### src/rtl/fetch_sequencer_pkg.sv
// Shared ISA definitions for the fetch sequencer and execute stage:
// opcodes, instruction field layout and sequencer state encoding.
package fetch_sequencer_pkg;

   localparam logic [5:0] OP_NOP  = 6'h00;
   localparam logic [5:0] OP_JMP  = 6'h01;
   localparam logic [5:0] OP_BZ   = 6'h02;
   localparam logic [5:0] OP_CALL = 6'h03;
   localparam logic [5:0] OP_RET  = 6'h04;
   localparam logic [5:0] OP_MUL  = 6'h10;
   localparam logic [5:0] OP_HALT = 6'h3F;

   typedef struct packed {
      logic [5:0]  opcode;
      logic [4:0]  rd;
      logic [4:0]  rs1;
      logic [15:0] imm;
   } ins_t;

   typedef enum logic [1:0] {
      ST_RUN  = 2'd0,
      ST_HOLD = 2'd1,
      ST_HALT = 2'd2
   } state_t;

endpackage

### src/rtl/fetch_sequencer_ras.sv
// Circular return-address stack; a push when full overwrites the oldest.
// Ports: clk, reset (async active-low), push, pop, din, top, empty, full.
module ret_addr_stack #(
   parameter int DEPTH = 4,
   parameter int W     = 16
) (
   input  logic         clk,
   input  logic         reset,
   input  logic         push,
   input  logic         pop,
   input  logic [W-1:0] din,
   output logic [W-1:0] top,
   output logic         empty,
   output logic         full
);

   localparam int AW = (DEPTH > 1) ? $clog2(DEPTH) : 1;

   logic [W-1:0]  mem [DEPTH];
   logic [AW-1:0] sp;
   logic [AW-1:0] sp_m1;
   logic [AW:0]   count;

   // sp points at the next free slot; wraps naturally for power-of-2 depth
   assign sp_m1 = sp - AW'(1);
   assign top   = mem[sp_m1];
   assign empty = (count == '0);
   assign full  = (count == (AW+1)'(DEPTH));

   always_ff @(posedge clk or negedge reset) begin
      if (!reset) begin
         sp    <= '0;
         count <= '0;
         for (int i = 0; i < DEPTH; i++) mem[i] <= '0;
      end else if (push) begin
         mem[sp] <= din;
         sp      <= sp + AW'(1);
         if (!full) count <= count + 1'b1;
      end else if (pop && !empty) begin
         sp    <= sp_m1;
         count <= count - 1'b1;
      end
   end

endmodule

### src/rtl/fetch_sequencer.sv
// Fetch sequencer: decodes control flow from program_memory, drives jumps
// and fetch stalls, and issues one registered decoded instruction per cycle.
// Ports: clk, reset (async active-low), ins, current_address, zero_flag in;
//   jmp_loc, pc_mux_sel (comb), stall, stall_pm, dec_* , halted, ras_err out.
module fetch_sequencer
   import fetch_sequencer_pkg::*;
#(
   parameter int MUL_CYCLES = 4,
   parameter int RAS_DEPTH  = 4
) (
   input  logic        clk,
   input  logic        reset,
   input  logic [31:0] ins,
   input  logic [15:0] current_address,
   input  logic        zero_flag,
   output logic [15:0] jmp_loc,
   output logic        pc_mux_sel,
   output logic        stall,
   output logic        stall_pm,
   output logic        dec_valid,
   output logic [5:0]  dec_opcode,
   output logic [4:0]  dec_rd,
   output logic [4:0]  dec_rs1,
   output logic [15:0] dec_imm,
   output logic [15:0] dec_pc,
   output logic        halted,
   output logic        ras_err
);

   localparam int CW = $clog2(MUL_CYCLES) + 1;
   localparam logic [CW-1:0] CNT_INIT =
      (MUL_CYCLES > 1) ? CW'(MUL_CYCLES - 2) : '0;

   ins_t          f;
   state_t        state, state_d;
   logic [CW-1:0] cnt, cnt_d;
   logic          stall_d;
   logic [15:0]   ins_pc;
   logic          push, pop, err_set, halt_set;
   logic [15:0]   ras_top;
   logic          ras_empty, ras_full;

   assign f = ins_t'(ins);

   ret_addr_stack #(.DEPTH(RAS_DEPTH), .W(16)) u_ras (
      .clk   (clk),
      .reset (reset),
      .push  (push),
      .pop   (pop),
      .din   (ins_pc + 16'd1),
      .top   (ras_top),
      .empty (ras_empty),
      .full  (ras_full)
   );

   // Control decode only acts in RUN, so ins replayed during a stall
   // never feeds back into pc_mux_sel.
   always_comb begin
      state_d    = state;
      cnt_d      = cnt;
      stall_d    = stall;
      pc_mux_sel = 1'b0;
      jmp_loc    = '0;
      push       = 1'b0;
      pop        = 1'b0;
      err_set    = 1'b0;
      halt_set   = 1'b0;
      unique case (state)
         ST_RUN: begin
            unique case (f.opcode)
               OP_NOP: ;
               OP_JMP: begin
                  pc_mux_sel = 1'b1;
                  jmp_loc    = f.imm;
               end
               OP_BZ: begin
                  if (zero_flag) begin
                     pc_mux_sel = 1'b1;
                     jmp_loc    = f.imm;
                  end
               end
               OP_CALL: begin
                  pc_mux_sel = 1'b1;
                  jmp_loc    = f.imm;
                  push       = 1'b1;
                  err_set    = ras_full;
               end
               OP_RET: begin
                  pc_mux_sel = 1'b1;
                  if (ras_empty) begin
                     err_set = 1'b1;
                  end else begin
                     jmp_loc = ras_top;
                     pop     = 1'b1;
                  end
               end
               OP_MUL: begin
                  if (MUL_CYCLES > 1) begin
                     state_d = ST_HOLD;
                     cnt_d   = CNT_INIT;
                     stall_d = 1'b1;
                  end
               end
               OP_HALT: begin
                  state_d  = ST_HALT;
                  stall_d  = 1'b1;
                  halt_set = 1'b1;
               end
               default: ;
            endcase
         end
         ST_HOLD: begin
            if (cnt == '0) begin
               stall_d = 1'b0;
               state_d = ST_RUN;
            end else begin
               cnt_d = cnt - 1'b1;
            end
         end
         ST_HALT: ;
         default: state_d = ST_RUN;
      endcase
   end

   always_ff @(posedge clk or negedge reset) begin
      if (!reset) begin
         state      <= ST_RUN;
         cnt        <= '0;
         stall      <= 1'b0;
         stall_pm   <= 1'b0;
         ins_pc     <= '0;
         dec_valid  <= 1'b0;
         dec_opcode <= '0;
         dec_rd     <= '0;
         dec_rs1    <= '0;
         dec_imm    <= '0;
         dec_pc     <= '0;
         halted     <= 1'b0;
         ras_err    <= 1'b0;
      end else begin
         state     <= state_d;
         cnt       <= cnt_d;
         stall     <= stall_d;
         stall_pm  <= stall_d;
         // while memory is held, ins keeps showing the same instruction
         if (!stall_d) ins_pc <= current_address;
         dec_valid <= (state == ST_RUN);
         if (state == ST_RUN) begin
            dec_opcode <= f.opcode;
            dec_rd     <= f.rd;
            dec_rs1    <= f.rs1;
            dec_imm    <= f.imm;
            dec_pc     <= ins_pc;
         end
         if (halt_set) halted  <= 1'b1;
         if (err_set)  ras_err <= 1'b1;
      end
   end

endmodule
### config.mk
export PLATFORM = sky130hd
export DESIGN_NAME = fetch_sequencer
export DESIGN_NICKNAME = d
export VERILOG_FILES = /design/src/rtl/fetch_sequencer_pkg.sv /design/src/rtl/fetch_sequencer_ras.sv /design/src/rtl/fetch_sequencer.sv
export SDC_FILE = /design/constraint.sdc
export NUM_CORES = 1
export LEC_CHECK = 0
export ABC_AREA = 1
export CAP_MARGIN = 20
export CORE_UTILIZATION = 47
export CTS_CLUSTER_DIAMETER = 120
export DETAILED_ROUTE_END_ITERATION = 8
export GPL_TIMING_DRIVEN = 1
export PLACE_DENSITY_LB_ADDON = 0.15
export SLEW_MARGIN = 20
export SYNTH_ARGS = -nofsm -noshare
export SYNTH_HDL_FRONTEND = slang
export SYNTH_HIERARCHICAL = 1
export SYNTH_SLANG_ARGS = --single-unit
### constraint.sdc
create_clock -name clk -period 2.6 [get_ports clk]
set_clock_uncertainty 0.15 [all_clocks]
set_input_delay 0.39 -clock clk [delete_from_list [all_inputs] [get_ports clk]]
set_output_delay 0.39 -clock clk [all_outputs]
set_load 0.01 [all_outputs]
# Word level (Yosys, flattened, before mapping)
# Cells that the tools add are included.
# Widths: inputs -> output; s select.
word_totals:
  register_bits: 142
  inputBits: 51
  output_inout_bits: 70
  elab_cells: 95
op_classes:
  addsub: 6
  order_cmp: 3
  eq_ne: 14
  mux: 37
  bitwise_logic: 3
  reduce_logical: 14
op_table:
  columns: ["operator", "n"]
  rows:
  - ["$mux 16", 6]
  - ["$bwmux 64", 1]
  - ["$pmux 16 s3", 1]
  - ["$bmux 16 s2", 1]
  - ["$demux 16 s2", 1]
  - ["$add 16x1->16 const B", 1]
  - ["$mux 3", 5]
  - ["$mux 1", 13]
  - ["$eq 6x2->1 const B", 2]
  - ["$eq 6x1->1 const B", 1]
  - ["$eq 6x3->1 const B", 1]
  - ["$eq 6x5->1 const B", 1]
  - ["$eq 6x6->1 const B", 1]
  - ["$ge 3x3->1 const B", 2]
  - ["$logic_not 3->1", 2]
  - ["$mux 2", 3]
  - ["$ne 2x2->1 const B", 3]
  - ["$not 2->3", 2]
  - ["$pmux 1 s2", 3]
  - ["$pmux 2 s3", 1]
  - ["$pmux 3 s2", 1]
  - ["$reduce_and 3->1", 2]
  - ["$sub 3x1->3 const B", 2]
  - ["$pmux 2 s2", 1]
  - ["other kinds (17)", 20]

# Depth between registers and ports, before layout
# Gate-level depths: netlist of run 1.
logic_depth:
  word_depth: 8
  mapped_depth: 14
  ltp_nobuf: 11

# Modules after synthesis
# Netlist of run 1, hierarchy kept.
by_module_without_submodules:
  columns: ["mod", "instances", "cells_per_inst", "area_each_um2", "seq_area_each_um2"]
  rows:
  - ["fetch_sequencer", 1, 565, 4047.6, 1826.8]
  - ["ret_addr_stack", 1, 361, 3105.5, 1726.7]

# Worst setup path before layout of run 1
# No wires, ideal clock.
synth_path:
  path_kind: "flip-flop to output port"
  start: "register u_ras.sp[0]"
  end: "output jmp_loc[0]"
  arrival_time_ns: 1.968
  required_time_ns: 2.060
  path_slack_ns: 0.092
  stages_incl_launch_ff: 15
  n_path_buf: 3
  path_cell_list: "dfrtp_1 -> inv_2 -> buf_2 -> ha_1 -> buf_2 -> inv_2 -> buf_2 -> o21ai_1 -> o22ai_1 -> inv_1 -> nor2_1 -> nand3_1 -> nand2_1 -> nor2_1 -> nor2_1"
synth_via:
  elab_chain_cells: 8
synth_lines:
  columns: ["element", "line_no", "rtl"]
  rows:
  - ["start: declaration", "fetch_sequencer_ras.sv:20", "logic [AW-1:0] sp;"]
  - ["start signal: assignment", "fetch_sequencer_ras.sv:37", "sp <= sp + AW'(1);"]
  - ["start signal: assignment", "fetch_sequencer_ras.sv:40", "sp <= sp_m1;"]
  - ["$sub 2x1->2", "fetch_sequencer_ras.sv:25", "assign sp_m1 = sp - AW'(1);"]
  - ["named net u_ras.sp_m1[0]", "fetch_sequencer_ras.sv:21", "logic [AW-1:0] sp_m1;"]
  - ["$not 2->3 (implied by the code)", "fetch_sequencer_ras.sv:26", "assign top = mem[sp_m1];"]
  - ["$bmux 16 s2", "fetch_sequencer_ras.sv:26", null]
  - ["$mux 16 (implied by the code) (2 in a row)", "fetch_sequencer_ras.sv:26", null]
  - ["named net ras_top[0]", "fetch_sequencer.sv:40", "logic [15:0] ras_top;"]
  - ["$mux 16", "fetch_sequencer.sv:90", "if (ras_empty) begin"]
  - ["$pmux 16 s3", "fetch_sequencer.sv:70", "unique case (f.opcode)"]
  - ["$mux 16", "fetch_sequencer.sv:68", "unique case (state)"]
  - ["end: declaration", "fetch_sequencer.sv:16", "output logic [15:0] jmp_loc,"]
# The timed path passes the listed nets, and every way through them passes these cells. The select of a mux whose other input is x is not followed.

# Final worst setup path of run 1
layout_path:
  start: "register u_ras.sp[1]"
  end: "output jmp_loc[6]"
layout_via:
  elab_chain_cells: 8
layout_lines:
  columns: ["element", "line_no"]
  rows:
  - ["$sub 2x1->2", "fetch_sequencer_ras.sv:25"]
  - ["$not 2->3 (implied by the code)", "fetch_sequencer_ras.sv:26"]
  - ["$bmux 16 s2", "fetch_sequencer_ras.sv:26"]
  - ["$mux 16 (implied by the code) (2 in a row)", "fetch_sequencer_ras.sv:26"]
  - ["named net ras_top[6]", "fetch_sequencer.sv:40"]
  - ["$mux 16", "fetch_sequencer.sv:90"]
  - ["$pmux 16 s3", "fetch_sequencer.sv:70"]
  - ["$mux 16", "fetch_sequencer.sv:68"]
# The timed path passes the listed nets, and every way through them passes these cells. The select of a mux whose other input is x is not followed.

==> results, run 1 <==
- In this run the remaining antenna-violating nets after routing total 0.
- Clock tree synthesis found a total of 142 sinks.
- When the netlist entered floorplanning its net count stood at roughly 990.
- At the later pin of the worst-skew pair, clock insertion delay measures 0.43 ns.
- The total global routing track utilization is roughly a quarter.
- The final critical path takes up 105% of the cycle.
- For this design the top-level I/O count stands at between 100 and 150.
- The number of pins with negative max-slew slack in the final report is 0.
- In this run the most critical hold path is launched from dec_imm[4]$_DFFE_PN0P_.
- The minimum clock period after layout is roughly 2.7 ns.
- In the routed layout, each cell is associated on average with a via count of 5.20.
- The die covers around 0.016 mm2.
- The mean instance size in the synthesized netlist is 7.72 um2.
- After detailed routing, the wire length on met1 is between 8 and 9 mm.
- Setup repair after global routing could not meet its margin everywhere.
- After detailed routing, the number of remaining DRC violations is 9.
- TritonCTS built the clock tree.
- The most critical setup path has its startpoint at u_ras/sp[1]$_DFFE_PN0P_.
- After detailed routing, the met2 layer carries 9.49 mm of wire.
- Summing the sequential cell areas from Yosys gives between 40% and 50% of the chip area.
- The starting DRC count in detailed routing is ~500.
- The H-tree generated during clock tree synthesis spans 4 levels.
- The maximum vdd drop is approximately 580 uV.
- The data arrival time of the worst path is 2.19 ns.
- The type of element capturing the critical path is an output port.
- The post-DP HPWL is 13.4 mm.
- In the final layout, the share of cells above drive strength 1 is 13.5%.
- The wire length per cell is about 15 um.
- The length of the first detailed-routing pass in iterations is 7.
- The maximum clock frequency is 366 MHz.
- In this run the power density over the cells is around 1100 mW/mm2.
- STA classifies the critical path startpoint as a flip-flop.
- The initial antenna violation count is 0.
- The core region is around 0.015 mm2.
- The die span in y is approximately 130 um.
- In this run the deepest clock path goes through 2 buffers.
- The startpoint of the most critical register-to-register path is state[1]$_DFFE_PN0P_.
- Leaving out filler cells and counting taps, the final layout contains ~1.3k.
- Once the floorplan was initialized, standard cells occupied 48.7% of the core.
- The cell count after placement is roughly 1.2k.
- The most frequently used flop master after synthesis is dfrtp_1.
- The highest metal layer carrying signal wires in the routed design is met4.
- The first global-routing pass estimated 32.2 mm of wire.
- Counting the buffers created by CTS gives 17.
- The diode insertion count for antenna repair is 0.
- The routed design uses a little over 900 um of met3 wire.
- The total number of vias is 6,527.
- The total number of yosys warnings is 6.
- Counting flops and latches in the post-synthesis netlist gives about 140.
- The root buffer cell chosen for the clock tree is clkbuf_16.
- The required time of the critical path is 2.06 ns.
- The congestion estimate from routability-driven global placement came to about 0.84.
- The tool flagged a number of max-cap violations equal to 0.
- Along the worst path, the maximum fanout reaches 8.
- Setup total negative slack on the finished layout was measured at -1.14 ns.
- The leakage power of the design is between 4 and 5 nW.
- The fraction of registers with async set/reset is 100%.
- The relative slew slack is between 50% and 60%.
- The final setup slack of the worst path is -0.130 ns.
- The synthesized netlist occupies a cell area of a little over 0.007 mm2.
- Clock-pin slew was measured on the worst setup and hold paths at 0.06 ns.
- The number of different library cells in the post-synthesis netlist is 30.
- For this run the aggregate overflow at the end of global routing stands at 0.
- The area added between synthesis and finish is 32.0%.
- The final hold violation count is 0.
- At the pin with the least slew margin, the transition time is 0.604 ns.
- The checks that failed: DRC, setup timing.
- After the last flow step, the layout net total stands at around 1.1k.
- After floorplanning, the core was divided into 44 placement rows.
- From left edge to right edge, the die measures between 100 and 150 um.
- The flow ran to the end, but the final reports show violations.
- The cell count after synthesis is between 900 and 1k.
- The class of the tightest hold or removal check is reg -> reg.
- Entering global routing, the biggest net connects 62 pins.
- By startpoint and endpoint, the worst setup path is classified as reg -> out.
- The count of input and output buffers is 120.
- The routed wire length is between 15 and 20 mm.
- The count of flip-flops with a built-in enable after synthesis is 0.
- The total setup violations reported at the end of the flow is 16.
- The via count of the first global-routing pass is roughly 6.3k.
-- stage by stage --
step	total power, W	worst slack, ns	util, %	cell area, um2	hold slack [ns]
2_1_floorplan	0.00581	0.0925	-	7150	-0.0556
3_3_place_gp	0.00767	-0.222	59.2	8700	0.254
3_5_place_dp	0.00773	-0.223	59.2	8700	0.254
4_1_cts	0.0105	-0.152	63.5	9330	0.322
5_1_grt	0.0115	-0.245	64.2	9440	0.335
6_report	0.0107	-0.130	64.2	9440	0.318
-- path summary, 6_finish.rpt --
kind | end | slack (ns) | cells after the start
min | dec_imm[4]$_DFFE_PN0P_ | 0.32 | 2
min reg2reg | dec_imm[4]$_DFFE_PN0P_ | 0.32 | 2
max reg2reg | u_ras/count[2]$_DFFE_PN0P_ | 0.54 | 9
min in group asynchronous | u_ras/mem[60]$_DFFE_PN0P_ | 0.36 | 2
max | jmp_loc[6] | -0.13 | 12
max in group asynchronous | ins_pc[12]$_DFFE_PN0N_ | 1.31 | 3
-- cell families (layout without fill, tap and decap cells) --
logic type	after synthesis	in the layout	synth area share, %
adders and majority gates	8	8	1.50
buffers and inverters	128	273	7.84
DFF	142	142	49.7
AOI/OAI and AO/OA	132	132	9.64
xor gates and xnor gates	11	11	1.35
and+or+nand+nor	505	505	30.0
-- power breakdown --
group	leakage (nW)	internal, W	switching [W]
registers	1.83	0.00291	0.000520
clock network	0.291	0.00154	0.000989
logic	2.46	0.00207	0.00268
total	4.59	0.00652	0.00419
-- metal layers --
layer / GRT usage [%] / vias up
met5: 0 / -
met1: 34.2 / 3053
met2: 43.0 / 201
met4: 9.25 / 0
li1: - / 3248
met3: 5.05 / 25
-- what timing repair did --
action / 4_1_cts / 5_1_grt
pin swaps: 28 / 48
setup buffers: 3 / 2
endpoints found under the hold margin: 54 / 0
hold buffers: 1 / 0
resized for setup: 87 / 35
endpoints found under the setup margin: 17 / 16
-- layout make-up --
class	count	area, um2
Timing Repair Buffer	168	1620
Tap cell	184	230
Sequential cell	142	3550
Inverter	75	287
Multi-Input combinational cell	656	3150
Clock buffer	18	439
Fill cell	1281	5260
Clock inverter	12	161
-- critical path: stages, from the launching register on --
cell and delay, ns:
dfrtp_1 0.37, inv_2 0.06, ha_4 0.31, buf_6 0.14, o21ai_1 0.08, o22ai_1 0.17, inv_1 0.05, nor2_1 0.10
nand3_1 0.11, nand2_1 0.08, nor2_1 0.04, nor2_1 0.10, buf_2 0.15
-- registers in the layout, summed over array words and instances (netlist names), 2 cells and up --
name / count
u_ras/sp: 2
dec_opcode: 6
dec_pc: 16
dec_rd: 5
cnt: 3
state: 2
dec_rs1: 5
u_ras/count: 3
u_ras/mem: 64
dec_imm: 16
ins_pc: 16
-- layout by cell type, fill, tap and decap left out, types with 5 or more instances in the layout --
cell type,count
buf_12,8
dfrtp_1,142
xor2_1,10
nand2_1,302
buf_6,8
inv_2,8
ha_1,6
nand3_1,31
o21ai_2,7
nand4_1,42
inv_1,66
o22ai_2,5
nand3_2,7
o22ai_1,11
o21ai_1,18
o21ai_0,88
nor2_2,8
buf_2,12
clkdlybuf4s50_1,102
nand2_2,5
nor2_1,94
buf_4,36
nor2_4,5
nor3_1,7
clkbuf_16,17
-- cell usage after synthesis (3+ instances only) --
master,number,share of area [%]
nand2_1,303,16
nor3_1,7,0.49
o22ai_1,16,1.4
buf_2,24,1.7
dfrtp_1,142,50
o21ai_1,15,1.0
nand3_2,4,0.56
buf_6,4,0.63
buf_1,3,0.16
ha_1,7,1.2
nand2_2,4,0.35
nand4_1,42,3.7
clkbuf_1,16,0.84
nor2_1,102,5.4
inv_2,5,0.26
inv_1,70,3.7
buf_4,5,0.52
nand3_1,34,2.4
nor2_4,4,0.63
nand2_4,3,0.47
xor2_1,10,1.2
o21ai_0,98,6.9
(Power assumes the default switching activity.)
==> run 2: changes to the inputs <==
- CORE_MARGIN: not set -> 2
==> run 2 against run 1 <==
  * The flow finishes with violations (setup timing)
  * Register-to-register slack got worse by 0.18 ns
  * Non-clock buffer count up 8
  * Sequential share of layout area is 0.21 points higher
  * First-iteration DRC count is 7.4% higher
  * Die area up 3.2%
  * Via count rose by 1.7%
  * Flip-flop and latch count unchanged
  * Critical path depth unchanged
  * Clock power down 4%
  * Fmax down 3.0%
  * Critical path type unchanged
  * Critical endpoint is now jmp_loc[7]
==> results, run 2 (synthesized netlist as in run 1, its figures left out) <==
- The count of input and output buffers is between 100 and 150.
- The combined area of the multi-input logic cells is 0.00308 mm2.
- Counting the fill cells in the layout gives 1,366.
- Global routing used 24.6% of the available tracks.
- The routed wire length is between 15 and 20 mm.
- The top cell types in the final layout, fill and taps aside, are 303 x nand2_1, 142 x dfrtp_1, 101 x clkdlybuf4s50_1.
- The remaining global-route overflow is 0.
- The class of the tightest hold or removal check is in -> reg.
- In this run the cell area measured after placement is between 0.008 and 0.009 mm2.
- In this run the critical register-to-register path is captured at u_ras/count[2]$_DFFE_PN0P_.
- More flip-flops sit in one register than any other, and that register is u_ras/mem.
- For this run, the detailed router's first-pass iteration total came to 5.
- The pin count of the biggest net entering global routing is 68.
- The floorplan has 45 rows.
- Power spread over the standard cell area amounts to 1120 mW/mm2.
- Summing internal, switching and leakage power gives approximately 0.011 W.
- The TritonCTS buffer count is 17.
- The core region area is 0.0150 mm2.
- STA puts the critical path data arrival time at 2.27 ns.
- The area used by sequential logic in the layout is between 0.003 and 0.004 mm2.
- In this run the critical register-to-register path is launched from state[1]$_DFFE_PN0P_.
- STA classifies the critical path startpoint as a flip-flop.
- After layout, the minimum clock period comes to between 2 and 3 ns.
- The number of pins with negative max-slew slack in the final report is 0.
- The most common cell after layout, fill and taps aside is nand2_1.
- The number of sinks driven by the clock tree is 142.
- The number of routed nets with antenna violations is 0.
- Setup repair after global routing could not meet its margin everywhere.
- The final hold violation count was 0.
- The worst path uses 108% of the clock period.
- The deepest clock path buffer count is 2.
- The net count of the finished layout is ~1.1k.
- From left edge to right edge, the die measures about 130 um.
- At the pin with the least slew margin, the transition time is 0.659 ns.
- The non-filler instance count after layout is roughly 1.3k.
- The worst pin sits at a relative slew slack of between 50% and 60%.
- The worst hold path terminates at dec_opcode[2]$_DFFE_PN0P_.
- The via count of the first global-routing pass is around 6.2k.
- In the post-route analysis, the smallest setup slack over all paths is -0.214 ns.
- The required time of the critical path is between 2 and 2.5 ns.
- Summed over all failing endpoints, the final setup total negative slack is -2.34 ns.
- The number of cells on the worst hold path is 3.
- The type of element capturing the critical path is an output port.
- The total setup violations reported at the end of the flow is 16.
- Across the VDD grid, the largest voltage drop is 613 uV.
- The initial antenna violation count was 0.
- The final routed DRC violation total is 0.
- The ratio of cells with drive above 1 in the final layout is between 10% and 20%.
- The starting DRC count in detailed routing is 550.
- From synthesis to final layout, the design area changed by 31.3%.
- The run finished, with violations left.
- The H-tree generated during clock tree synthesis spans 4 levels.
- The maximum clock frequency is 355 MHz.
- The total of max-cap violations is 0.
- The starting density of the core is 47.6%.
- The worst setup path is of the reg -> out kind.
- The total number of vias is between 6k and 7k.
- The final design instance area without fill is about 0.0094 mm2.
- The final reports fail on setup timing.
- The register with the most flip-flops in the layout has 64 of them.
- Once placement completed, the tool counted placed cells totaling 1,226.
- The per-cell via count in the routed design is roughly 5.2.
- At the later pin of the worst-skew pair, clock insertion delay measures 0.44 ns.
- The clock transition time at the flip-flop clock pins of the worst setup and hold paths is about 0.06 ns.
- The HPWL after detailed placement is between 10 and 15 mm.
- The die span in y is roughly 130 um.
- The die covers between 0.015 and 0.02 mm2.
- For this design the top-level I/O count stands at about 120.
- The leakage power of the design is between 4 and 5 nW.
- The first-pass GRT wire length is between 30 and 40 mm.
- The worst slack at placement is -0.265 ns.
- The cell at the root of the clock tree is clkbuf_16.
- TritonCTS built the clock tree.
- The worst hold path begins at ins[28].
- In the final routed layout, each cell accounts on average for between 15 and 20 um.
- The congestion estimate from routability-driven global placement came to about 0.84.
- 0 antenna diodes ended up in the layout.
- Across all register-to-register paths, the minimum setup slack is between 0.3 and 0.4 ns.
- For the worst flop-to-flop path, the logic depth is 10.
- The top fanout value on the critical path is 7.
==> run 2: changes by cell type in the layout (fill, tap and decap cells not counted), moves of 3 or more <==
cell     previous run  this run
nand3_1            31        34
o21ai_2             7         3
inv_2               8         5
buf_4              36        43
o22ai_2             5         1
o22ai_1            11        15
nand3_2             7         4
nor2_1             94        97
inv_1              66        69
==> run 2: repair_timing <==
item                                    CTS  global route
hold buffers                              1             0
endpoints found under the setup margin   17            16
cloned                                    1             0
endpoints found under the hold margin    63             0
pin swaps                                22            34
buffers inserted                          7             3
gates resized for setup                  86            10
==> run 2: critical path, stage by stage (launching register included) <==
cell	delay, ns
dfrtp_1	0.37
inv_2	0.07
ha_4	0.37
buf_6	0.13
o21ai_2	0.04
o22ai_1	0.16
inv_1	0.10
nor2_2	0.15
nand3_1	0.10
nand2_1	0.07
nor2_1	0.04
nor2_1	0.10
buf_2	0.14
==> run 2: layout make-up <==
| type | instances | share of cell area (%) |
|---|---|---|
| Sequential cell | 142 | 37.8 |
| Multi-Input combinational cell | 656 | 32.8 |
| Timing Repair Buffer | 176 | 17.6 |
| Clock buffer | 19 | 4.72 |
| Inverter | 75 | 3.08 |
| Tap cell | 188 | 2.50 |
| Clock inverter | 12 | 1.44 |
==> run 2: how the worst max path moves through the flow <==
stage,startpoint,end,cells after the start,slack (ns)
6_report,u_ras/sp[1]$_DFFE_PN0P_,jmp_loc[7],12,-0.21
5_1_grt,u_ras/sp[1]$_DFFE_PN0P_,jmp_loc[7],12,-0.36
4_1_cts,u_ras/sp[1]$_DFFE_PN0P_,jmp_loc[2],13,-0.19
3_5_place_dp,u_ras/sp[1]$_DFFE_PN0P_,jmp_loc[2],13,-0.27
3_3_place_gp,ins[31],jmp_loc[6],8,-0.26
2_1_floorplan,u_ras/sp[0]$_DFFE_PN0P_,jmp_loc[0],14,0.09
==> run 2: power by group <==
group	switching (W)	total (W)	leakage [nW]	internal (W)
Combinational	0.00264	0.00472	2.48	0.00207
Clock	0.000985	0.00242	0.272	0.00144
Sequential	0.000508	0.00341	1.83	0.00291
==> run 2: metal layers <==
layer / track usage, % / routed length (um)
met1: 34.0 / 8780
met2: 38.9 / 9290
met3: 4.69 / 966
met4: 9.05 / 348
met5: 0 / 0
==> run 2: per-stage QoR <==
stage	util [%]	hold WS, ns
floorplan	-	-0.0556
global placement	58.0	0.297
detailed placement	58.0	0.299
CTS	62.5	0.275
global route	62.5	0.299
finish	62.5	0.285
==> run 3: changes to the inputs <==
- SYNTH_HIERARCHICAL: 1 -> not set
==> run 3 against run 2 <==
  * The flow still finishes with violations (setup timing)
  * Routed wire length fell by 7.5%
  * Clock-buffer cell count increased by 2
  * First-iteration DRC count is 43% lower
  * Die area down 5.5%
  * Sequential share of layout area rose by 1.0 points
  * Fmax grew 5.7%
  * Cell count fell by 7.8%
  * Setup slack gained 0.15 ns
  * Synthesized area decreased by 5.6%
  * Critical endpoint is now jmp_loc[10]
  * Largest cell class unchanged
  * Highest routed layer unchanged
==> results, run 3 <==
- The worst setup path is captured at an output port.
- The most common cell after layout, fill and taps aside is nand2_1.
- Once the floorplan was initialized, standard cells occupied 48.4% of the core.
- Overall power consumption after layout is estimated at about 0.011 W.
- The checks that failed: setup timing.
- The clock network fraction of total power is around a quarter.
- The biggest area contributor in the post-synthesis netlist is dfrtp_1.
- The fraction of registers with async set/reset is between 90% and 100%.
- The number of antenna diodes in the final layout is 0.
- The area used by sequential logic in the layout is approximately 0.0036 mm2.
- Power spread over the standard cell area amounts to ~1200 mW/mm2.
- The initial antenna violation count was 0.
- From bottom edge to top edge, the die measures 124 um.
- Registers are responsible for 31.4% of the overall power.
- The ratio of cells with drive above 1 in the final layout is about 16%.
- The cell count after placement is approximately 1.1k.
- The number of sinks driven by the clock tree is approximately 140.
- The number of different library cells in the post-synthesis netlist is 38.
- The top cell types in the final layout, fill and taps aside, are 317 x nand2_1, 142 x dfrtp_1, 101 x clkdlybuf4s50_1.
- The number of nets in the synthesized netlist is between 800 and 900.
- The worst path uses 102% of the clock period.
- The deepest clock path buffer count is 2.
- The data arrival time of the worst path is 2.12 ns.
- The first TritonRoute pass finished after 6 iterations.
- The number of pins with negative max-slew slack in the final report is 0.
- The worst slack at placement is -0.285 ns.
- The routed wire length is roughly 18 mm.
- The via count of the first global-routing pass is 5,702.
- The maximum clock frequency is around 380 MHz.
- In this run switching power makes up 37.5% of total power.
- The flow ran to the end, but the final reports show violations.
- The routed layout has 5,997 vias.
- The area growth from synthesis to layout is 35.5%.
- The later pin in the worst-skew pair is clocked with a latency of roughly 0.43 ns.
- The total of max-cap violations is 0.
- The per-cell via count in the routed design is approximately 5.1.
- Once routing completed, OpenROAD measured the worst setup slack at -0.0612 ns.
- The H-tree depth is 4.
- The pin count of the biggest net entering global routing is between 70 and 80.
- The combined area of the multi-input logic cells is ~0.0029 mm2.
- The final routed DRC violation total is 0.
- The total overflow left after global routing is 0.
- The final hold violation count is 0.
- From left edge to right edge, the die measures 124 um.
- The switching power is around 0.0041 W.
- The most common cell in the synthesized netlist is nand2_1.
- The I/O pin total is between 100 and 150.
- The area of the die is between 0.015 and 0.02 mm2.
- Buffers placed on the I/O ports in this run total 120.
- The wire length per cell is 15.3 um.
- The core region area is about 0.014 mm2.
- In the post-synthesis netlist, the biggest area contributors are dfrtp_1 53%, nand2_1 18%, o21ai_0 5.4%.
- The top fanout value on the critical path is 8.
- In this run, CTS created clock tree buffers numbering 17.
- Ranked by flip-flop count, first place goes to u_ras.mem.
- The non-filler instance count after layout is around 1.2k.
- The combinational fraction of design power is ~44%.
- The reg-to-reg setup timing slack is slightly above 0.5 ns.
- The synthesized design contains 142 register bits.
- The share of synthesized area in the top cell type comes to approximately 53%.
- The total global routing track utilization is 25.1%.
- After the first detailed-routing iteration, the DRC count stood at roughly 310.
- By count the netlist is led by 321 x nand2_1, 142 x dfrtp_1, 73 x o21ai_0, 54 x inv_1, 48 x nor2_1.
- The total internal power is 0.00682 W.
- For the finished layout, the period the worst path requires is approximately 2.7 ns.
- The worst setup path is of the reg -> out kind.
- TritonCTS built the clock tree.
- After legalization and detailed placement, the total HPWL measured 11.8 mm.
- Summed over all cells, the static leakage comes to 4.55 nW.
- After the last flow step, the layout net total stands at between 1k and 1.5k.
- The number of routed nets with antenna violations is 0.
- At the worst endpoint, the required time is 2.06 ns.
- The worst-case IR drop observed on VDD is approximately 630 uV.
- With fillers left out, the area of the finished cells amounts to 0.00915 mm2.
- The worst pin sits at a relative slew slack of 60.9%.
- The worst setup path is launched from a flip-flop.
- The cell row count is 43.
- After clock tree synthesis, the clock-pin slew on the worst setup and hold paths is 0.06 ns.
- The register with the most flip-flops in the layout has 64 of them.
- Setup violations remaining at the end of the flow were counted as 10.
- The cell count after synthesis is slightly above 800.
- The first-pass GRT wire length is between 20 and 30 mm.
- The average instance in the mapped netlist occupies approximately 8.2 um2.
- The worst hold margin is just over 0.3 ns.
- The count of flip-flops with a built-in enable after synthesis is 0.
- Routability-driven placement finished with a final weighted congestion of 0.844.
- Fill cells in the final layout number ~1.2k.
- The root buffer cell chosen for the clock tree is clkbuf_16.
- The post-synthesis sequential area ratio is between 50% and 60%.
- The synthesized netlist occupies a cell area of ~0.0067 mm2.
- The tightest min-delay check is of the reg -> reg type.
- At the pin with the least slew margin, the transition time is ~0.58 ns.
- The most frequently used flop master after synthesis is dfrtp_1.
- Setup repair after global routing could not meet its margin everywhere.
- The placed instances occupy a cell area of 0.00830 mm2.
- During synthesis, Yosys emitted a total of 0 warnings.
run 3: cell types whose count changed after synthesis, moves of 7 or more:
cell / previous run / this run
nand4_1: 42 / 6
o21ai_1: 15 / 23
nor2_1: 102 / 48
buf_2: 24 / 7
clkbuf_1: 16 / 8
nand2_1: 303 / 321
a21oi_1: 1 / 20
o21ai_2: 0 / 7
o21ai_0: 98 / 73
inv_1: 70 / 54
run 3: cells by family after synthesis:
kind of cell             count (synthesis)  synth area share [%]
adder cells (fa/ha/maj)                  8                  1.59
AND/OR/NAND/NOR                        424                  26.3
XOR/XNOR                                 9                  1.17
buffers and inverters                   93                  6.56
AO/OA/AOI/OAI                          143                  11.7
flip-flops                             142                  52.7
run 3: layer usage:
layer / routed length [um] / global-route usage [%] / part of all wire, %
met5: 0 / 0 / 0
met4: 403 / 9.16 / 2.2
met3: 1030 / 4.53 / 5.8
met2: 8410 / 39.8 / 47
met1: 8070 / 34.5 / 45
run 3: power by group through the flow:
| stage | sequential, W | combinational [W] | clock [W] |
|---|---|---|---|
| global placement | 0.00342 | 0.00410 | 0 |
| detailed placement | 0.00344 | 0.00413 | 0 |
| finish | 0.00343 | 0.00482 | 0.00267 |
| global route | 0.00352 | 0.00530 | 0.00279 |
| floorplan | 0.00355 | 0.00202 | 0 |
| CTS | 0.00342 | 0.00451 | 0.00270 |
run 3: repair_timing:
action                                  4_1_cts  5_1_grt
endpoints found under the setup margin       17       16
pin swaps                                    21       38
setup buffers                                12        2
gates resized for setup                      84       37
hold buffers                                  1        0
endpoints found under the hold margin        58        0
run 3: final timing paths:
path,startpoint,to,cells after the start
max in group asynchronous,reset,ins_pc[10]$_DFFE_PN0N_,3
worst max register to register,state[1]$_DFFE_PN0P_,ins_pc[7]$_DFFE_PN0N_,9
worst min-delay path,ras_err$_DFFE_PN0P_,ras_err$_DFFE_PN0P_,1
worst max-delay path,u_ras.sp[1]$_DFFE_PN0P_,jmp_loc[10],10
min in group asynchronous,reset,dec_rs1[3]$_DFFE_PN0P_,2
worst min register to register,ras_err$_DFFE_PN0P_,ras_err$_DFFE_PN0P_,1
run 3: stage by stage:
step | util (%) | setup TNS, ns
global placement | 59.5 | -4.07
floorplan | - | 0
global route | 65.6 | -1.68
CTS | 64.8 | -0.292
finish | 65.6 | -0.283
detailed placement | 59.5 | -4.29
run 3: critical path, stage by stage, from the launching register on:
cell and delay [ns]:
dfrtp_1 0.38, inv_2 0.07, ha_4 0.29, buf_8 0.14
buf_6 0.12, o21ai_2 0.05, o22ai_1 0.19, buf_4 0.16
nand2_2 0.05, a21oi_2 0.11, buf_2 0.14
run 3: layout make-up:
type	count	share of cell area, %
multi-input combinational	584	31.4
timing repair buffer	172	17.8
clock inverter	11	2.05
clock buffer	21	5.03
tap	180	2.46
inverter	59	2.48
sequential	142	38.8
==> edit 1 (settings of run 2) <==
Register the output `ras_err` once more; this adds one clock of latency there. The other outputs are not delayed to match.
--- a/src/rtl/fetch_sequencer.sv
+++ b/src/rtl/fetch_sequencer.sv
@@ -31,4 +31,6 @@
    localparam logic [CW-1:0] CNT_INIT =
       (MUL_CYCLES > 1) ? CW'(MUL_CYCLES - 2) : '0;
+
+   logic ras_err_s0;
 
    ins_t          f;
@@ -137,5 +139,5 @@
          dec_pc     <= '0;
          halted     <= 1'b0;
-         ras_err    <= 1'b0;
+         ras_err_s0 <= 1'b0;
       end else begin
          state     <= state_d;
@@ -154,7 +156,11 @@
          end
          if (halt_set) halted  <= 1'b1;
-         if (err_set)  ras_err <= 1'b1;
+         if (err_set)  ras_err_s0 <= 1'b1;
       end
    end
 
+   always_ff @(posedge clk) begin
+      ras_err <= ras_err_s0;
+   end
+
 endmodule
Function: changed (Yosys sat finds a counterexample within 4 cycles, from zero or initial values and one cycle with reset low).
==> edit 1 against run 2 <==
Area after synthesis increased by 0.28%; sequential cell count increased by 1; wire length increased by 0.21%; worst setup slack improved by 0.065 ns; combinational power increased by 3%; die area increased by 0.28%; global-route usage increased by 0.12 points; power increased by 4.3%; cell area increased by 1.6%; via count increased by 0.29%; critical endpoint is now jmp_loc[8]; the flow still finishes with violations (negative setup slack).
==> edit 1: results (changes against run 2) <==
* Status: complete, but fails checks
* Violated checks: negative setup slack
* Met3 Usage GRT at 5.19% (+0.50 points)
* Hold WS at 0.232 ns (-0.0535 ns)
* DRC violations left at 0 (unchanged)
* DR pass1 iterations at 5 (unchanged)
* Cells after Synth at 927 (+0.11%)
* Grt met2 use at 39.4% (+0.57 points)
* R2R Setup Slk at 0.45 ns (+0.09 ns)
* Met1 GRT Util at 33.5% (-0.47 points)
* # port buffers at 120 (unchanged)
* Actual slew at the worst max-slew pin at 0.540 ns (-0.119 ns)
* Metal3 WL at 923 µm (-4.5%)
* Largest net degree at the start of global routing at 55 (-19%)
* Post-Layout Cell Count at 1268 (unchanged)
* Ranking of synthesized cells by area: dfrtp_1 50%, nand2_1 16%, o21ai_0 6.8%, nor2_1 5.3%, inv_1 3.7%
* Sink Count at 143 (+0.70%)
* Setup slack after layout at -0.149 ns (+0.0653 ns)
* Overall routing resource usage at 24.7% (+0.12 points)
* Arrival time worst endpoint at 2.21 ns (-0.06 ns)
* CP max FO at 5 (-2)
* # resized after CTS at 94 (+9.3%)
* Post-CTS setup buffer count at 3 (-4)
* Initial antenna violation count at 0 (unchanged)
* Pre-CTS WS at -0.260 ns (+0.00505 ns)
* Wirelength per Cell at 15.3 µm (+0.21%)
* Worst VDD drop at 0.539 mV (-12%)
* Min-delay src: ras_err_s0
* Vias in the first global route at 6209 (+0.96%)
* Worst hold endpoint: ras_err
* Kind of cell adding the most delay to the critical path: buffers and inverters
* Worst Setup EP: jmp_loc[8]
* Leak at 4.63 nW (+0.90%)
* Fill count at 1340 (-1.9%)
* Sequential area share after synthesis at 49.8% (+0.14 points)
* Share of cells above drive strength 1 at 14.1% (+1.6 points)
* Wire length on met1 at 8900 µm (+1.4%)
* DP Cell Count at 1230 (+0.33%)
* Placed Area at 8730 µm² (+0.20%)
* HP Class: reg2reg
* First DRT Iteration DRCs at 620 (+13%)
* DP HPWL at 13400 µm (+0.37%)
* Nets at 1126 (-0.089%)
* Final setup viols at 16 (unchanged)
* Final GP Congestion at 0.831 (-1.2%)
* CTS Hold Buffers Added at 1 (unchanged)
* WHS Path Cells at 0 (-3)
* Post-synth ARST share at 99.3% (-0.70 points)
* Worst r2r src: state[1]
* Setup TNS at -1.43 ns (+0.909 ns)
* Mapped Nets at 986 (+0.10%)
* Routed via count at 6658 (+0.29%)
* Top FF cell, synth: dfrtp_1
==> edit 1: cell type report <==
cell class                 instances  area (µm²)  share of cell area (%)
tap                              188         235                    2.47
sequential                       143        3570                    37.5
clock inverter                    14         229                    2.40
multi-input combinational        656        3160                    33.1
timing repair buffer             174        1630                    17.1
clock buffer                      18         429                    4.50
inverter                          75         288                    3.02
==> edit 1: kinds of logic after synthesis <==
kind of cell	count (synthesis)	share of synthesized area, %
buffers and inverters	128	7.81
xor gates and xnor gates	11	1.34
and+or+nand+nor	505	29.9
DFF	143	49.8
AOI/OAI and AO/OA	132	9.61
adders and majority gates	8	1.50
==> edit 1: where the power goes <==
group	switching [W]	total, W	leakage (nW)	internal [W]
Clock	0.00101	0.00273	0.314	0.00172
Sequential	0.000505	0.00343	1.84	0.00292
Combinational	0.00277	0.00485	2.48	0.00207
Total	0.00429	0.0110	4.63	0.00672
==> edit 2 (settings of run 2) <==
Without the edit above. Change the parameter `MUL_CYCLES` from 4 to 2.
--- a/src/rtl/fetch_sequencer.sv
+++ b/src/rtl/fetch_sequencer.sv
@@ -6,5 +6,5 @@
    import fetch_sequencer_pkg::*;
 #(
-   parameter int MUL_CYCLES = 4,
+   parameter int MUL_CYCLES = 2,
    parameter int RAS_DEPTH  = 4
 ) (
Function: changed (a bounded check fails within 4 cycles, from zero or initial values and one cycle with reset low).
==> edit 2 against run 2 <==
The run still ends with negative setup slack left; first-iteration DRC count down 23%; critical path depth is 2 higher; sequential cell count down 1; utilization rose by 1.7 points; area after synthesis shrank 0.59%; cell area is 0.11% higher; wire length is 3.2% lower; critical endpoint is now jmp_loc[14]; power fell by 0.79%; register-to-register slack improved by 0.09 ns; combinational power is 0.8% higher; global-route usage decreased by 0.52 points; worst setup slack improved by 0.063 ns.
==> edit 2: results (changes against run 2) <==
* Placed Area at 8660 µm² (-0.60%)
* Overall routing resource usage at 24.1% (-0.52 points)
* Largest net degree at the start of global routing at 63 (-7.4%)
* First DRT Iteration DRCs at 422 (-23%)
* CP max FO at 8 (+1)
* Violated checks: negative setup slack
* First-pass GRT wire length at 30900 µm (-2.0%)
* Worst VDD drop at 0.634 mV (+3.4%)
* Skew-Pair Late Insertion Delay at 0.43 ns
* Setup TNS at -1.64 ns (+0.705 ns)
* Routed via count at 6462 (-2.7%)
* Actual slew at the worst max-slew pin at 0.638 ns (-0.0216 ns)
* # resized after CTS at 94 (+9.3%)
* Vias in the first global route at 6290 (+2.3%)
* Syn Area/Cell at 7.67 µm² (-0.70%)
* Status: complete, but fails checks
* Most common cell in the netlist: nand2_1
* Post-Layout Cell Count at 1264 (-0.32%)
* Wirelength per Cell at 14.8 µm (-2.9%)
* Setup slack after layout at -0.151 ns (+0.0625 ns)
* Share of cells above drive strength 1 at 13.4% (+0.93 points)
* NetSw at 0.00412 W (-0.34%)
* Nets at 1125 (-0.18%)
* DP HPWL at 12700 µm (-4.4%)
* Final GP Congestion at 0.828 (-1.6%)
* Ranking of synthesized cells by area: dfrtp_1 50%, nand2_1 17%, o21ai_0 6.7%, inv_1 4.7%, nand3_1 3.5%
* R2R Setup Slk at 0.45 ns (+0.09 ns)
* HP Class: reg2reg
* Final setup viols at 16 (unchanged)
* Sequential area share after synthesis at 49.6% (-0.055 points)
* Slowest cell delay on critical path at 0.39 ns (+0.02 ns)
* Pre-CTS WS at -0.349 ns (-0.0836 ns)
* Leak at 4.78 nW (+4.2%)
[edit 2: cell families (layout without fill, tap and decap cells)]
family          after synthesis  count (layout)  share of synthesized area (%)
compound gates              128             128                           9.34
flops                       141             141                           49.6
xor+xnor                     10              10                           1.23
fa+ha+maj                     7               7                           1.34
buf+inv                     147             300                           8.73
simple gates                494             494                           29.7
[edit 2: final cells by class]
type                       instances  area [µm²]
multi-input combinational        639        3060
fill                            1294        5240
timing repair buffer             173        1640
inverter                          95         369
clock inverter                    15         140
tap                              184         230
sequential                       141        3530
clock buffer                      17         425
[edit 2: final timing paths]
kind                                  endpoint  cells after the start        start
worst max-delay path               jmp_loc[14]                     14  u_ras/sp[1]
worst max register to register  u_ras/count[2]                     10     state[1]
worst min-delay path                    cnt[0]                      1       cnt[0]
max in group asynchronous           ins_pc[11]                      3        reset
worst min register to register          cnt[0]                      1       cnt[0]
min in group asynchronous        u_ras/mem[56]                      2        reset
[edit 2: worst max-delay path, delay by kind of cell (launching register included)]
kind | cells | cell delay, ns
AOI/OAI and AO/OA | 2 | 0.25
adders and majority gates | 1 | 0.22
buffers and inverters | 7 | 0.61
DFF | 1 | 0.39
and+or+nand+nor | 4 | 0.30
[edit 2: per-layer routing]
metal  global-route usage (%)  vias up  part of all wire [%]
met3                     5.78       31                   4.9
met1                     30.4     3033                    44
met2                     41.2      163                    50
met5                        0        -                     0
met4                     7.56        0                   1.9
li1                         -     3235                     -
[edit 2: power groups by stage]
stage / combinational [W] / clock [W] / sequential [W]
floorplan: 0.00224 / 0 / 0.00348
CTS: 0.00462 / 0.00235 / 0.00339
global placement: 0.00413 / 0 / 0.00340
finish: 0.00476 / 0.00231 / 0.00339
global route: 0.00527 / 0.00245 / 0.00349
detailed placement: 0.00418 / 0 / 0.00340
